`src/rtl/pipeline_scoreboard.sv`:
```
// Hazard / forwarding scoreboard for the instruction in ID.
// Tracks DEPTH in-flight results past ID and picks stall or forward.
module pipeline_scoreboard #(
    parameter int REG_W    = 4,
    parameter int DEPTH    = 2,
    parameter int FWD_EN   = 1,
    parameter int LOAD_LAT = 1,
    parameter int CNT_W    = 16,
    parameter int SEL_W    = $clog2(DEPTH + 1)
) (
    input  logic             clk,
    input  logic             rst,
    input  logic             id_valid,
    input  logic [REG_W-1:0] id_src1,
    input  logic [REG_W-1:0] id_src2,
    input  logic             id_use_src1,
    input  logic             id_two_src,
    input  logic             id_wb_en,
    input  logic             id_mem_read,
    input  logic [REG_W-1:0] id_dest,
    input  logic             br_taken,
    input  logic             mem_stall,
    output logic             hazard,
    output logic [SEL_W-1:0] fwd_sel1,
    output logic [SEL_W-1:0] fwd_sel2,
    output logic [CNT_W-1:0] stall_cnt,
    output logic [CNT_W-1:0] freeze_cnt
);

    logic [DEPTH-1:0]            s_valid;
    logic [DEPTH-1:0]            s_wb;
    logic [DEPTH-1:0]            s_mr;
    logic [DEPTH-1:0][REG_W-1:0] s_dest;

    logic [1:0][DEPTH-1:0] hit;
    logic [1:0][SEL_W-1:0] sel;
    logic                  found;

    // Per-slot register matches for each source of the ID instruction
    always_comb begin
        hit = '0;
        for (int k = 0; k < DEPTH; k++) begin
            hit[0][k] = id_valid & id_use_src1 & s_valid[k] & s_wb[k]
                      & (s_dest[k] == id_src1);
            hit[1][k] = id_valid & id_two_src & s_valid[k] & s_wb[k]
                      & (s_dest[k] == id_src2);
        end
    end

    // Youngest matching slot decides: forward it, or stall if not ready
    always_comb begin
        hazard = 1'b0;
        sel    = '0;
        found  = 1'b0;
        for (int s = 0; s < 2; s++) begin
            found = 1'b0;
            for (int k = 0; k < DEPTH; k++) begin
                if (!found && hit[s][k]) begin
                    found = 1'b1;
                    if (FWD_EN == 0) begin
                        hazard = 1'b1;
                    end else if (s_mr[k] && (k < LOAD_LAT)) begin
                        hazard = 1'b1;
                    end else begin
                        sel[s] = SEL_W'(k + 1);
                    end
                end
            end
        end
    end

    assign fwd_sel1 = sel[0];
    assign fwd_sel2 = sel[1];

    // Slot shift register; frozen on mem_stall, bubble on stall or flush
    always_ff @(posedge clk) begin
        if (!rst) begin
            s_valid <= '0;
            s_wb    <= '0;
            s_mr    <= '0;
            s_dest  <= '0;
        end else if (!mem_stall) begin
            for (int k = DEPTH - 1; k > 0; k--) begin
                s_valid[k] <= s_valid[k-1];
                s_wb[k]    <= s_wb[k-1];
                s_mr[k]    <= s_mr[k-1];
                s_dest[k]  <= s_dest[k-1];
            end
            s_valid[0] <= id_valid & ~hazard & ~br_taken;
            s_wb[0]    <= id_wb_en;
            s_mr[0]    <= id_mem_read;
            s_dest[0]  <= id_dest;
        end
    end

    // Saturating stall and freeze cycle counters
    always_ff @(posedge clk) begin
        if (!rst) begin
            stall_cnt  <= '0;
            freeze_cnt <= '0;
        end else begin
            if (hazard && !mem_stall && (stall_cnt != '1))
                stall_cnt <= stall_cnt + CNT_W'(1);
            if (mem_stall && (freeze_cnt != '1))
                freeze_cnt <= freeze_cnt + CNT_W'(1);
        end
    end

endmodule

```
`config.mk`:
```
export PLATFORM = sky130hd
export DESIGN_NAME = pipeline_scoreboard
export DESIGN_NICKNAME = d
export VERILOG_FILES = /design/src/rtl/pipeline_scoreboard.sv
export SDC_FILE = /design/constraint.sdc
export NUM_CORES = 1
export LEC_CHECK = 0
export CORE_UTILIZATION = 25
export DETAILED_ROUTE_END_ITERATION = 16
export GPL_ROUTABILITY_DRIVEN = 1
export PLACE_DENSITY = 0.47
export SYNTH_ARGS = -nofsm -noshare
export SYNTH_HDL_FRONTEND = slang
export SYNTH_SLANG_ARGS = --single-unit
```
`constraint.sdc`:
```
create_clock -name clk -period 4.25 [get_ports clk]
set_clock_uncertainty 0.2 [all_clocks]
set_input_delay 0.85 -clock clk [delete_from_list [all_inputs] [get_ports clk]]
set_output_delay 0.85 -clock clk [all_outputs]
set_load 0.01 [all_outputs]
```
==> results of run 1 <==
registers in the layout, summed over array words and instances, names as in the netlist:
| signal | count |
|---|---|
| s_mr | 1 |
| s_dest | 8 |
| s_wb | 2 |
| s_valid | 2 |
| stall_cnt | 16 |
| freeze_cnt | 16 |
final cells by class:
class	instances	area [um2]
inverters	5	18.8
clock buffers	7	86.3
clock inverters	1	30.0
fillers	985	6060
flip-flops and latches	45	901
multi-input cells	208	1370
repair buffers	60	593
well taps	111	139
worst max-delay path, cell delays in order:
cell	delay [ps]
clkdlybuf4s50_1	510
xor2_1	250
nor3_4	80
nand3_1	100
nor4b_1	240
clkdlybuf4s50_1	580
worst max-delay path by stage:
| stage | startpoint | end | slack [ps] | cells past startpoint |
|---|---|---|---|---|
| final | id_src2[3] | fwd_sel2[1] | 580 | 6 |
| after global routing | id_src1[3] | fwd_sel1[1] | 410 | 6 |
| after CTS | id_src2[3] | fwd_sel2[1] | 550 | 6 |
| after detailed placement | id_src2[3] | fwd_sel2[1] | 550 | 6 |
| after global placement | id_src2[0] | fwd_sel2[1] | 590 | 6 |
| after floorplan | id_src2[3] | fwd_sel2[1] | 1530 | 4 |
metrics by stage:
stage               total power, mW  setup WS, ps  cells
floorplan                     0.490          1530    270
global placement              0.524           590    429
detailed placement            0.525           549    429
CTS                           0.866           549    437
global route                  0.889           412    437
finish                        0.850           575    437
power groups by stage:
stage | combinational [mW] | clock, mW | sequential [mW]
global route | 0.0831 | 0.366 | 0.440
floorplan | 0.0428 | 0 | 0.447
global placement | 0.0757 | 0 | 0.448
CTS | 0.0770 | 0.351 | 0.438
finish | 0.0755 | 0.336 | 0.438
detailed placement | 0.0769 | 0 | 0.448
per-layer routing:
layer | GRT usage | vias to the layer above | part of all wire
li1 | - | 1102 | -
met1 | 0.166 | 993 | 0.48
met2 | 0.192 | 34 | 0.46
met3 | 0.0337 | 4 | 0.050
met4 | 0.0407 | 0 | 0.010
met5 | 0 | - | 0
cell usage in the layout, fill, tap and decap left out, drive strengths merged, types with 9 or more instances in the layout:
cell / count
nand4: 11
nor2: 27
nand2: 16
or4: 9
a21oi: 14
nand3: 17
mux2i: 15
xnor2: 10
clkdlybuf4s50: 57
dfxtp: 45
xor2: 13
o21ai: 11
cells by family after synthesis:
group           count (synthesis)  synth area share
simple gates                  123             0.297
compound gates                 45             0.124
flops                          45             0.381
xor+xnor                       23            0.0852
buf+inv                        17            0.0386
mux                            15            0.0635
fa+ha+maj                       2            0.0106
==> results.sh, run 1 <==
export IMPL_outcome="complete, no violations"
export IMPL_hp_start="s_valid[0]$_SDFFE_PN0N_"
export IMPL_reg2reg_slack_ps=2090
export IMPL_synth_top_cell_area_share=0.381
export IMPL_area_growth_pct=32.8
export IMPL_synthDistinctLibCells=51
export IMPL_port_buffer_count=57
export IMPL_grt_max_degree=31
export IMPL_hold_violations=0
export IMPL_holdCritPathClass="reg -> reg"
export IMPL_worstMarginPinSlew_ps=587
export IMPL_core_area_mm2=0.00920
export IMPL_critPathCaptureType="output port"
export IMPL_antenna_cells=0
export IMPL_combPwrFrac=0.089
export IMPL_place_area_mm2=0.00302
export IMPL_postRouteAntennaNets=0
export IMPL_postCtsSetupRepairBufs=0
export IMPL_die_y_um=99.2
export IMPL_vdd_drop_max_v=0.000101
export IMPL_cts_reportedPaths_clkPinSlew_ps=80
export IMPL_path_max_fanout=2
export IMPL_seqPwrFrac=0.515
export IMPL_startpoint_type="input port"
export IMPL_drc=0
export IMPL_critPathRequiredTime_ps=3200
export IMPL_cts_resized_gates=0
export IMPL_hold_end="s_valid[0]$_SDFFE_PN0N_"
export IMPL_fin_hold_ws_ps=306
export IMPL_synthCells=270
export IMPL_internal_power_uw=660
export IMPL_clkPwrFrac=0.396
export IMPL_post_route_util=0.341
export IMPL_reg2reg_to="freeze_cnt[0]$_SDFFE_PN0P_"
export IMPL_synth_edf_count=0
export IMPL_drive_above_1_share=0.0583
export IMPL_synthFlopType="dfxtp_1"
export IMPL_final_area_mm2=0.00314
export IMPL_viasPerCell=4.88
export IMPL_synth_seq_cells=45
export IMPL_min_period_over_period=0.865
export IMPL_slew_headroom=0.606
export IMPL_async_flop_share=0
export IMPL_synth_area_leaders="dfxtp_1 (38%), mux2i_1 (6.4%), xor2_1 (4.8%)"
export IMPL_worstReg2RegStart="freeze_cnt[1]$_SDFFE_PN0P_"
export IMPL_syn_area_mm2=0.00236
export IMPL_critPathKind="in -> out"
export IMPL_initial_utilization=0.257
export IMPL_avgRoutedWirePerCell_um=13.7
export IMPL_antenna_found_initial=0
export IMPL_finalCriticalPeriod_ps=3670
export IMPL_setup_violations=0
export IMPL_p_leak_nw=1.07
export IMPL_vias=2133
export IMPL_grt_pass1_vias=1961
export IMPL_swShare=0.224
export IMPL_cts_buffers=5
export IMPL_die_x_um=99.2
export IMPL_overflow=0
export IMPL_synth_most_common_cell="dfxtp_1"
export IMPL_cts_max_level=2
export IMPL_rr_worst_depth=6
export IMPL_cap_violations=0
export IMPL_holdBufCountCts=0
export IMPL_setup_tns_ps=0
export IMPL_synth_top_cell_by_area="dfxtp_1"
export IMPL_rsz0062_at_grt="false"
export IMPL_rows=35
export IMPL_synth_commonest_cells="dfxtp_1 (45), nor2_1 (27), nand3_1 (17), nand2_1 (16), mux2i_1 (15)"
export IMPL_track_usage=0.124
export IMPL_cts_path_max_buffers=2
export IMPL_hpwl_um=4320
export IMPL_holdPathStages=2
export IMPL_max_freq_ghz=0.272
export IMPL_dr_pass1_iters=4
export IMPL_p_per_area_mw_per_mm2=271
export IMPL_clk_latency_ps=290
export IMPL_arrival_ps=2620
export IMPL_syn_num_nets=293
export IMPL_p_sw_uw=190
export IMPL_drv_slew=0
export IMPL_nNetsFinal=348
export IMPL_clock_sinks=45
export IMPL_drt_iter0_drc=34
export IMPL_ioPinCount=58
export IMPL_die_area_mm2=0.00985
export IMPL_gp_congestion=0.735
export IMPL_grt_pass1_wl_um=9790
export IMPL_avgSynthCellArea_um2=8.75
export IMPL_drt_total_wl_um=5980
export IMPL_cts_tree="done"
export IMPL_ys_warn_count=0
export IMPL_ys_seq_area_frac=0.381
export IMPL_root_buffer="clkbuf_8"
Note: power is estimated with default switching activity, not from simulation.
==> run 2: changes to the inputs <==
--- a/config.mk
+++ b/config.mk
@@ -5,10 +5,12 @@
 export SDC_FILE = /design/constraint.sdc
 export NUM_CORES = 1
 export LEC_CHECK = 0
+export ABC_CLOCK_PERIOD_IN_PS = 4250
 export CORE_UTILIZATION = 25
 export DETAILED_ROUTE_END_ITERATION = 16
 export GPL_ROUTABILITY_DRIVEN = 1
 export PLACE_DENSITY = 0.47
+export SLEW_MARGIN = 20
 export SYNTH_ARGS = -nofsm -noshare
 export SYNTH_HDL_FRONTEND = slang
 export SYNTH_SLANG_ARGS = --single-unit
==> results of run 2 <==
The final DEF is identical to that of run 1; final timing and power are the same.
==> run 3: changes to the inputs <==
==> constraint.sdc (replaced) <==
create_clock -name clk -period 4.25 [get_ports clk]
set_clock_uncertainty 0.2 [all_clocks]
set_input_delay 0.85 -clock clk [delete_from_list [all_inputs] [get_ports clk]]
set_output_delay 0.85 -clock clk [all_outputs]
set_load 0.005 [all_outputs]
==> run 3 against run 2 <==
  * Via count rose by 0.75%
  * Clock-buffer cell count shrank 1
  * First-iteration DRC count did not move
  * Combinational power is 1% lower
  * Register-to-register slack about the same
  * Critical endpoint unchanged
  * Die area unchanged
  * Non-clock buffer count unchanged
  * Total power decreased by 6.1%
  * Design area fell by 0.64%
  * Wire length grew 0.10%
==> results.sh, run 3 (synthesis results as in run 1) <==
export IMPL_outcome="complete, no violations"
export IMPL_dr_pass1_iters=4
export IMPL_grt_pass1_wl_um=10000
export IMPL_vias=2149
export IMPL_cts_reportedPaths_clkPinSlew_ps=90
export IMPL_hold_end="s_valid[0]$_SDFFE_PN0N_"
export IMPL_initial_utilization=0.257
export IMPL_setup_violations=0
export IMPL_finalCriticalPeriod_ps=3630
export IMPL_drive_above_1_share=0.0613
export IMPL_drt_total_wl_um=5990
export IMPL_grt_pass1_vias=2002
export IMPL_clk_latency_ps=300
export IMPL_postCtsSetupRepairBufs=0
export IMPL_holdBufCountCts=0
export IMPL_die_y_um=99.2
export IMPL_cts_buffers=5
export IMPL_hp_start="s_valid[0]$_SDFFE_PN0N_"
export IMPL_vdd_drop_max_v=0.000119
export IMPL_cts_max_level=2
export IMPL_die_area_mm2=0.00985
export IMPL_drt_iter0_drc=34
export IMPL_port_buffer_count=57
export IMPL_nNetsFinal=348
export IMPL_cts_tree="done"
export IMPL_grt_max_degree=31
export IMPL_most_common_layout_cells="clkdlybuf4s50_1 (57), dfxtp_1 (45), nor2_1 (27), nand3_1 (17), nand2_1 (16)"
export IMPL_critPathKind="in -> out"
export IMPL_cap_violations=0
export IMPL_max_freq_ghz=0.276
export IMPL_postRouteAntennaNets=0
export IMPL_die_x_um=99.2
export IMPL_slew_headroom=0.617
export IMPL_rr_worst_depth=6
export IMPL_top_regs="freeze_cnt x16, stall_cnt x16, s_dest x8"
export IMPL_critPathCaptureType="output port"
export IMPL_startpoint_type="input port"
export IMPL_path_max_fanout=2
export IMPL_arrival_ps=2580
export IMPL_fin_ws_ps=621
export IMPL_antenna_found_initial=0
export IMPL_min_period_over_period=0.854
export IMPL_overflow=0
export IMPL_track_usage=0.126
export IMPL_antenna_cells=0
export IMPL_ioPinCount=58
export IMPL_worstReg2RegStart="freeze_cnt[1]$_SDFFE_PN0P_"
export IMPL_cts_resized_gates=0
export IMPL_clock_sinks=45
export IMPL_reg2reg_slack_ps=2090
export IMPL_hold_violations=0
export IMPL_reg2reg_to="freeze_cnt[0]$_SDFFE_PN0P_"
export IMPL_dp_slack_ps=593
export IMPL_holdCritPathClass="reg -> reg"
export IMPL_avgRoutedWirePerCell_um=13.7
export IMPL_viasPerCell=4.92
export IMPL_holdPathStages=2
export IMPL_final_common_cell="clkdlybuf4s50_1"
export IMPL_hpwl_um=4320
export IMPL_setup_tns_ps=0
export IMPL_fillers=983
export IMPL_critPathRequiredTime_ps=3200
export IMPL_fin_hold_ws_ps=309
export IMPL_root_buffer="clkbuf_8"
export IMPL_core_area_mm2=0.00920
export IMPL_worstMarginPinSlew_ps=570
export IMPL_rows=35
export IMPL_area_growth_pct=32.0
export IMPL_drc=0
export IMPL_p_leak_nw=1.07
export IMPL_p_per_area_mw_per_mm2=256
export IMPL_gp_congestion=0.735
export IMPL_drv_slew=0
export IMPL_post_route_util=0.339
export IMPL_rsz0062_at_grt="false"
export IMPL_cts_path_max_buffers=2
## run 3: critical path, stage by stage
cell,delay (ps)
clkdlybuf4s50_1,510
xor2_1,250
nor3_4,80
nand3_1,100
nor4b_1,240
clkdlybuf4s50_1,550
## run 3: how the worst max path moves through the flow
stage / slack (ps) / to / from / cells after the start
after floorplan: 1680 / fwd_sel2[1] / id_src2[3] / 4
after global placement: 630 / fwd_sel2[1] / id_src2[0] / 6
after detailed placement: 590 / fwd_sel2[1] / id_src2[3] / 6
after CTS: 590 / fwd_sel2[1] / id_src2[3] / 6
after global routing: 450 / fwd_sel1[1] / id_src1[3] / 6
final: 620 / fwd_sel2[1] / id_src2[3] / 6
## run 3: where the power goes
| group | internal, mW | leakage (nW) | total, mW | switching [mW] |
|---|---|---|---|---|
| registers | 0.429 | 0.364 | 0.438 | 0.00949 |
| clock network | 0.132 | 0.0512 | 0.286 | 0.154 |
| logic | 0.0390 | 0.651 | 0.0744 | 0.0354 |
| total | 0.600 | 1.07 | 0.799 | 0.199 |
## run 3: stage by stage
step	instances	total power, mW	cell area, um2
3_5_place_dp	429	0.524	3020
5_1_grt	437	0.839	3120
3_3_place_gp	429	0.523	3020
2_1_floorplan	270	0.489	2360
6_report	437	0.799	3120
4_1_cts	437	0.814	3120
## run 3: final cells by class
| class | instances | area (um2) | area share |
|---|---|---|---|
| clock inverter | 2 | 13.8 | 0.00441 |
| multi-input combinational | 208 | 1370 | 0.440 |
| sequential | 45 | 901 | 0.289 |
| timing repair buffer | 60 | 593 | 0.190 |
| inverter | 5 | 18.8 | 0.00602 |
| clock buffer | 6 | 82.6 | 0.0265 |
| tap | 111 | 139 | 0.0445 |
## run 3: per-layer routing
layer	part of all wire	vias up	track usage	wire length, um
li1	-	1098	-	-
met1	0.48	1002	0.170	2880
met2	0.46	42	0.193	2730
met3	0.053	7	0.0372	315
met4	0.012	0	0.0373	70
met5	0	-	0	0
